File: src/rtl/uart_rx_pkg.sv
// Shared constants for the oversampling UART receiver: FSM encoding, parity
// selection and the prescale floor.
package uart_rx_pkg;

    localparam logic [2:0] IDLE   = 3'd0;
    localparam logic [2:0] START  = 3'd1;
    localparam logic [2:0] DATA   = 3'd2;
    localparam logic [2:0] PARITY = 3'd3;
    localparam logic [2:0] STOP   = 3'd4;

    localparam logic PAR_EVEN = 1'b0;
    localparam logic PAR_ODD  = 1'b1;

    localparam int unsigned MIN_PRESCALE = 8;

endpackage

File: src/rtl/uart_rx_sampler.sv
// Per-bit edge counter with a 3-sample window around mid-bit and a 2-of-3 majority vote.
module uart_rx_sampler #(
    parameter int unsigned PRESC_W = 6
) (
    input  logic               CLK,
    input  logic               RST,
    input  logic               run,
    input  logic               restart,
    input  logic [PRESC_W-1:0] prescale,
    input  logic               rx_in,
    output logic               edge_last,
    output logic               sampled_bit
);

    logic [PRESC_W-1:0] edge_q;
    logic [PRESC_W-1:0] half;
    logic [PRESC_W-1:0] last;
    logic [2:0]         samp_q;
    logic               in_window;

    assign half = prescale >> 1;
    assign last = prescale - PRESC_W'(1);

    assign in_window = run && ((edge_q == half - PRESC_W'(2)) ||
                               (edge_q == half - PRESC_W'(1)) ||
                               (edge_q == half));

    assign edge_last   = run && (edge_q == last);
    assign sampled_bit = (samp_q[0] & samp_q[1]) | (samp_q[0] & samp_q[2]) |
                         (samp_q[1] & samp_q[2]);

    always_ff @(posedge CLK) begin
        if (!RST) begin
            edge_q <= '0;
            samp_q <= '0;
        end else begin
            // The detect cycle is edge 0 of the start bit, so counting resumes at 1.
            if (restart) begin
                edge_q <= PRESC_W'(1);
            end else if (run && (edge_q != last)) begin
                edge_q <= edge_q + PRESC_W'(1);
            end else begin
                edge_q <= '0;
            end
            if (in_window) begin
                samp_q <= {samp_q[1:0], rx_in};
            end
        end
    end

endmodule

File: src/rtl/uart_rx_frame.sv
// Oversampling UART receiver: start detection, frame FSM, parity/stop checking and
// registered result pulses.
module uart_rx_frame
    import uart_rx_pkg::*;
#(
    parameter int unsigned WIDTH   = 8,
    parameter int unsigned PRESC_W = 6
) (
    input  logic               CLK,
    input  logic               RST,
    input  logic               RX_IN,
    input  logic               PAR_EN,
    input  logic               PAR_TYP,
    input  logic [PRESC_W-1:0] Prescale,
    output logic [WIDTH-1:0]   P_DATA,
    output logic               DATA_VLD,
    output logic               PAR_ERR,
    output logic               STP_ERR
);

    localparam int unsigned CNT_W = (WIDTH > 1) ? $clog2(WIDTH) : 1;

    logic [2:0]         state_q, state_d;
    logic [CNT_W-1:0]   bit_cnt_q, bit_cnt_d;
    logic [WIDTH-1:0]   word_q, word_d;
    logic [WIDTH-1:0]   p_data_q, p_data_d;
    logic [PRESC_W-1:0] presc_q, presc_d;
    logic               par_en_q, par_en_d;
    logic               par_typ_q, par_typ_d;
    logic               par_fail_q, par_fail_d;
    logic               vld_q, vld_d;
    logic               perr_q, perr_d;
    logic               serr_q, serr_d;
    logic               rx_prev_q;

    logic               detect;
    logic               edge_last;
    logic               sampled_bit;
    logic [PRESC_W-1:0] presc_eff;

    assign detect = (state_q == IDLE) && !RX_IN && rx_prev_q;

    // Clamp to the supported range: at least MIN_PRESCALE and always even.
    assign presc_eff = (Prescale < PRESC_W'(MIN_PRESCALE)) ? PRESC_W'(MIN_PRESCALE)
                                                           : {Prescale[PRESC_W-1:1], 1'b0};

    uart_rx_sampler #(
        .PRESC_W (PRESC_W)
    ) u_sampler (
        .CLK         (CLK),
        .RST         (RST),
        .run         (state_q != IDLE),
        .restart     (detect),
        .prescale    (presc_q),
        .rx_in       (RX_IN),
        .edge_last   (edge_last),
        .sampled_bit (sampled_bit)
    );

    always_comb begin
        state_d    = state_q;
        bit_cnt_d  = bit_cnt_q;
        word_d     = word_q;
        p_data_d   = p_data_q;
        presc_d    = presc_q;
        par_en_d   = par_en_q;
        par_typ_d  = par_typ_q;
        par_fail_d = par_fail_q;
        vld_d      = 1'b0;
        perr_d     = 1'b0;
        serr_d     = 1'b0;

        case (state_q)
            IDLE: begin
                if (detect) begin
                    state_d    = START;
                    bit_cnt_d  = '0;
                    par_fail_d = 1'b0;
                    presc_d    = presc_eff;
                    par_en_d   = PAR_EN;
                    par_typ_d  = PAR_TYP;
                end
            end
            START: begin
                if (edge_last) begin
                    state_d = sampled_bit ? IDLE : DATA;
                end
            end
            DATA: begin
                if (edge_last) begin
                    word_d[bit_cnt_q] = sampled_bit;
                    if (bit_cnt_q == CNT_W'(WIDTH - 1)) begin
                        bit_cnt_d = '0;
                        state_d   = par_en_q ? PARITY : STOP;
                    end else begin
                        bit_cnt_d = bit_cnt_q + CNT_W'(1);
                    end
                end
            end
            PARITY: begin
                if (edge_last) begin
                    par_fail_d = sampled_bit != ((^word_q) ^ (par_typ_q == PAR_ODD));
                    state_d    = STOP;
                end
            end
            STOP: begin
                if (edge_last) begin
                    state_d = IDLE;
                    serr_d  = !sampled_bit;
                    perr_d  = par_fail_q;
                    if (sampled_bit && !par_fail_q) begin
                        p_data_d = word_q;
                        vld_d    = 1'b1;
                    end
                end
            end
            default: state_d = IDLE;
        endcase
    end

    always_ff @(posedge CLK) begin
        if (!RST) begin
            state_q    <= IDLE;
            bit_cnt_q  <= '0;
            word_q     <= '0;
            p_data_q   <= '0;
            presc_q    <= PRESC_W'(MIN_PRESCALE);
            par_en_q   <= 1'b0;
            par_typ_q  <= PAR_EVEN;
            par_fail_q <= 1'b0;
            vld_q      <= 1'b0;
            perr_q     <= 1'b0;
            serr_q     <= 1'b0;
            rx_prev_q  <= 1'b1;
        end else begin
            state_q    <= state_d;
            bit_cnt_q  <= bit_cnt_d;
            word_q     <= word_d;
            p_data_q   <= p_data_d;
            presc_q    <= presc_d;
            par_en_q   <= par_en_d;
            par_typ_q  <= par_typ_d;
            par_fail_q <= par_fail_d;
            vld_q      <= vld_d;
            perr_q     <= perr_d;
            serr_q     <= serr_d;
            rx_prev_q  <= RX_IN;
        end
    end

    assign P_DATA   = p_data_q;
    assign DATA_VLD = vld_q;
    assign PAR_ERR  = perr_q;
    assign STP_ERR  = serr_q;

endmodule

File: config.mk
export PLATFORM = sky130hd
export DESIGN_NAME = uart_rx_frame
export DESIGN_NICKNAME = d
export VERILOG_FILES = /design/src/rtl/uart_rx_pkg.sv /design/src/rtl/uart_rx_sampler.sv /design/src/rtl/uart_rx_frame.sv
export SDC_FILE = /design/constraint.sdc
export NUM_CORES = 1
export LEC_CHECK = 0
export ABC_AREA = 1
export CORE_MARGIN = 2
export CORE_UTILIZATION = 51
export DETAILED_ROUTE_END_ITERATION = 8
export PLACE_DENSITY_LB_ADDON = 0.08
export SLEW_MARGIN = 20
export SYNTH_ARGS = -nofsm -noshare
export SYNTH_HDL_FRONTEND = slang
export SYNTH_SLANG_ARGS = --single-unit
export TNS_END_PERCENT = 30
File: constraint.sdc
create_clock -name CLK -period 2.1 [get_ports CLK]
set_clock_uncertainty 0.15 [all_clocks]
set_input_delay 0.42 -clock CLK [delete_from_list [all_inputs] [get_ports CLK]]
set_output_delay 0.42 -clock CLK [all_outputs]
set_load 0.1 [all_outputs]
### Word level (Yosys, flattened, before mapping)

Cells that the tools add are included.

* output and inout bits: 11
* word-level logic and storage cells: 96
* bits of input ports: 11
* bits in registers: 44

* $lt $le $gt $ge: 3
* reductions and logical operators: 25
* add/subtract/negate cells: 5
* eq/ne operators: 17
* mux-type cells: 23
* bitwise operators: 8

Operators with widths (number)
* 3-bit 2-to-1 mux: 10
* 6-bit equality test: 3
* 3-bit one-hot mux with 5 select lines: 1
* 2-bit != test, second input constant: 6
* 3-bit AND reduction: 4
* 8-bit bitwise mux: 1
* 8-bit XOR reduction: 1
* 1-bit logical AND: 7
* 6-bit by 1-bit adder with 6-bit output, second input constant: 1
* 3-bit by 2-bit equality test with 1-bit output, second input constant: 2
* 3-bit equality test, second input constant: 2
* 6-bit by 5-bit equality test with 1-bit output: 1
* 6-bit by 4-bit less-than comparator with 1-bit output, second input constant: 1
* 1-bit 2-to-1 mux: 6
* 6-bit 2-to-1 mux: 1
* 6-bit != test: 1
* 3-bit one-hot mux with 2 select lines: 1
* 6-bit AND reduction: 1
* 5-bit by 1-bit subtractor with 6-bit output, second input constant: 1
* 5-bit by 2-bit subtractor with 6-bit output, second input constant: 1
* 6-bit by 1-bit subtractor with 6-bit output, second input constant: 1
* 3-bit by 4-bit less-than comparator with 1-bit output, second input constant: 1
* 2-bit AND reduction: 2
* 2-bit nonzero test: 2
* 16 further kinds: 23

### Longest topological paths before layout

* depth in word-level cells: 6
* gate-level depth with buffers: 16
* depth with buffers taken out: 16

### Cells and area by module

A second synthesis with hierarchy kept.

* cell total of the unflattened synthesis: 381
* area total of the unflattened synthesis: 2493.6 um^2

Modules (own cells, without submodules)
* uart_rx_frame: instances 1, area an instance 1594.0 um^2, cells an instance 231, sequential area each 680.7 um^2
* uart_rx_sampler: instances 1, area an instance 899.6 um^2, cells an instance 150, sequential area each 180.2 um^2

### Worst setup path after synthesis

Ideal clock, no wire load.

* path kind: register to register
* start: reg presc_q[1]
* end: reg p_data_q[6], in the netlist P_DATA[6]
* clock period less this slack: 2068 ps
* setup slack: 32 ps
* data arrival time: 1799 ps
* buffers on the path: 1
* data required time: 1830 ps
* library setup time: 120 ps
* stages on the path, launching flop included: 14
* cell sequence: dfxtp_1 > inv_1 > ha_1 > nand2_1 > nand2_1 > nor2_1 > nand2_1 > nor2_4 > nand3_4 > nor2_4 > nand3_4 > buf_6 > o21ai_2 > a21oi_1

* cells in the longest elaborated chain, start to end: 4

Ends and longest elaborated chain
* from (decl): line uart_rx_frame.sv:27 `logic [PRESC_W-1:0] presc_q, presc_d;`
* from (signal assigned): line uart_rx_frame.sv:127 `presc_q <= PRESC_W'(MIN_PRESCALE);`
* from (signal assigned): line uart_rx_frame.sv:140 `presc_q <= presc_d;`
* 6-bit by 1-bit subtractor with 6-bit output: line uart_rx_sampler.sv:22 `assign last = prescale - PRESC_W'(1);`
* 6-bit equality test: line uart_rx_sampler.sv:28 `assign edge_last = run && (edge_q == last);`
* 1-bit logical AND: line uart_rx_sampler.sv:28
* 3-bit AND reduction (no line)
* to (signal assigned): line uart_rx_frame.sv:139 `p_data_q <= p_data_d;`
* to (decl): line uart_rx_frame.sv:26 `logic [WIDTH-1:0] p_data_q, p_data_d;`

No other way between the ends.
A chain may end at the register's enable or synchronous reset.

### Worst setup path in the final report

* start: reg presc_q[2]
* end: reg p_data_q[5], in the netlist P_DATA[5]

The elaborated chain is that of the path after synthesis.

==> out/results.tsv <==
stage	metric	value	unit
layout	mostFrequentLayoutCells	nand2_1, nor2_1, inv_1, dfxtp_1, buf_4	
layout	final_nets	399	
synth	synth_edf_count	0	
global_route	antenna_found_initial	0	
clock_tree	tritoncts	built	
clock_tree	cts_buffer_depth	2	
pwr	power_density	970	mW/mm2
setup_path	worst_setup_path_start_kind	register	
pwr	p_seq_share	34.8	%
timing	tns	-0.197	ns
clock_tree	clkSinkCount	43	
detailed_routing	wl_per_cell	12.8	um
placed_design	place_ws	-0.0846	ns
timing	maxSlewHeadroom	50.3	%
floorplanning	die_h	72.5	um
clock_tree	clk_pin_slew	0.08	ns
detailed_routing	drc	0	
detailed_routing	first_pass_iters	4	
detailed_routing	vias_per_cell	5.11	
timing	rsz0062_at_grt	yes	
global_route	grt_pass1_wl	9090	um
detailed_routing	num_vias	2224	
setup_path	arrival	2.18	ns
synth	ys_top_cells_by_area	dfxtp_1, nand2_1, nor2_1, inv_1, xor2_1	
worst_hold_path	hp-class	register to register	
clock_tree	clockRootBuffer	clkbuf_8	
synth	synthFlopType	dfxtp_1	
clock_tree	numCtsBuffers	5	
floorplanning	fp.dieW	72.5	um
detailed_routing	wl	5560	um
timing	setup_ws	-0.0352	ns
setup_path	path_class	register to register	
floorplanning	die-area	0.00525	mm2
setup_path	end_kind	register	
layout	final_common_cell	nand2_1	
timing	finalMaxSlewViolations	0	
flow_run	max_cap_violations	0	
layout	drive_gt1_share	18.8	%
synth	yosysSeqAreaShare	36.0	%
global_route	grt_max_degree	18	
global_route	grt_pass1_vias	1967	
floorplanning	io_pins	22	
placed_design	place.gp.congestion	0.888	
clock_tree	ctsHoldBuffers	0	
synth	synth_area_leader_cell	dfxtp_1	
layout	syn2layout_area_growth	23.2	%
setup_path	worst_ep_required_time	2.14	ns
timing	min_period	2.14	ns
floorplanning	initial_utilization	53.8	%
synth	ys_async_sr_fraction	0	%
pwr	share_comb_of_total_power	38.3	%
global_route	globalRouteOverflowTotal	0	
layout	fillerInstances	395	
clock_tree	clock_latency	0.30	ns
timing	setup_viol	10	
timing	fin_crit_sh	102	%
synth	syn_area_per_cell	6.97	um2
clock_tree	cts-htree-levels	2	
pwr	worst_ir_drop_vdd	0.628	mV
detailed_routing	drt-initial-drc-count	136	
layout	final_cells	435	
floorplanning	coreArea	0.00444	mm2
detailed_routing	antenna_left	0	
synth	syn_nets	360	
floorplanning	core.rowCount	24	
synth	yosysWarnings	0	
pwr	pwr-share-clk	26.9	%
pwr	p_int	1800	uW
layout	final_core_util	66.2	%
timing	max_clock_freq	468	MHz
synth	synth_area	0.00239	mm2
layout	antennaDiodeCount	0	
synth	syn_inst	343	
synth	ys_seq_elements	43	
timing	hold_viol	0	
pwr	switching_share	36.9	%
pwr	p_sw	1050	uW
synth	netlist.area_leader.share	36.0	%
run_status	outcome	finished with violations	
timing	tightest_slew	0.736	ns
pwr	power	2860	uW
placed_design	numPortBuffers	20	
run_status	violations	setup timing	
synth	synth.distinct_cells	27	
placed_design	dp_hpwl	3970	um
placed_design	place_inst	423	
global_route	grtUsageTotal	22.3	%
pwr	p_leak	0.00126	uW
setup_path	path_max_fanout	7	
[power groups by stage]
stage / Sequential, uW / Combinational, uW / Clock [uW]
finish: 994 / 1090 / 769
CTS: 985 / 1060 / 774
detailed placement: 1000 / 1030 / 0
global placement: 999 / 1020 / 0
global route: 1000 / 1240 / 801
floorplan: 997 / 780 / 0
[per-stage QoR]
| step | hold slack [ns] | instance area (um2) |
|---|---|---|
| 4_1_cts | 0.299 | 2880 |
| 2_1_floorplan | 0.272 | 2390 |
| 6_report | 0.304 | 2940 |
| 3_3_place_gp | 0.283 | 2700 |
| 3_5_place_dp | 0.286 | 2700 |
| 5_1_grt | 0.337 | 2940 |
[critical path, stage by stage (launching register included)]
cell and delay [ns]:
dfxtp_2 0.36, inv_4 0.05, ha_4 0.25, nand2_2 0.07
nand2_2 0.05, nor2_2 0.11, nand2_2 0.07, nor2_4 0.14
nand3_4 0.12, nor2_4 0.21, nand3_4 0.15, o21ai_0 0.23
a21oi_1 0.07
[logic make-up after synthesis]
kind of cell / synth area share (%)
fa+ha+maj: 3.14
simple gates: 30.9
buf+inv: 9.27
flops: 36.0
xor+xnor: 8.43
compound gates: 12.2
[Yosys cell counts (5+ instances only)]
cell,n
inv_1,46
nor3_1,12
xnor2_1,8
a21oi_1,22
nand3_1,19
clkbuf_1,5
nand2_1,57
ha_1,6
nand2_2,6
nor2_1,53
o21ai_0,25
xor2_1,15
dfxtp_1,43
[final timing paths]
check,startpoint,endpoint,slack [ns],depth (start not counted)
setup / recovery,presc_q[2],P_DATA[5],-0.04,12
hold / removal,P_DATA[0],P_DATA[0],0.30,2
setup reg to reg,presc_q[2],P_DATA[5],-0.04,12
hold reg to reg,P_DATA[0],P_DATA[0],0.30,2
[layer usage]
layer	share of wire [%]	up-vias	GRT usage (%)
met5	0	-	0
met4	1.1	0	5.56
met3	4.2	7	4.03
met2	43	37	33.4
met1	52	1004	33.2
li1	-	1176	-
[repair_timing]
action                     CTS  global route
pin swaps                    3            14
setup buffers                2             1
setup endpoints to repair   10            25
gates cloned                 1             0
gates resized for setup      5            24
[flip-flops by register name, summed over array words and instances (netlist names)]
signal	count
DATA_VLD	1
state_q	3
par_typ_q	1
u_sampler.edge_q	6
rx_prev_q	1
bit_cnt_q	3
par_fail_q	1
STP_ERR	1
word_q	8
PAR_ERR	1
par_en_q	1
P_DATA	8
u_sampler.samp_q	3
presc_q	5
[final cells by class]
class / instances / area, um2 / area share [%]
multi-input cells: 246 / 1390 / 47.0
flip-flops and latches: 43 / 863 / 29.3
clock buffers: 6 / 72.6 / 2.46
inverters: 48 / 183 / 6.20
clock inverters: 2 / 60.1 / 2.04
repair buffers: 38 / 315 / 10.7
well taps: 52 / 65.1 / 2.21
No activity file was read; power rests on OpenSTA's default activity.
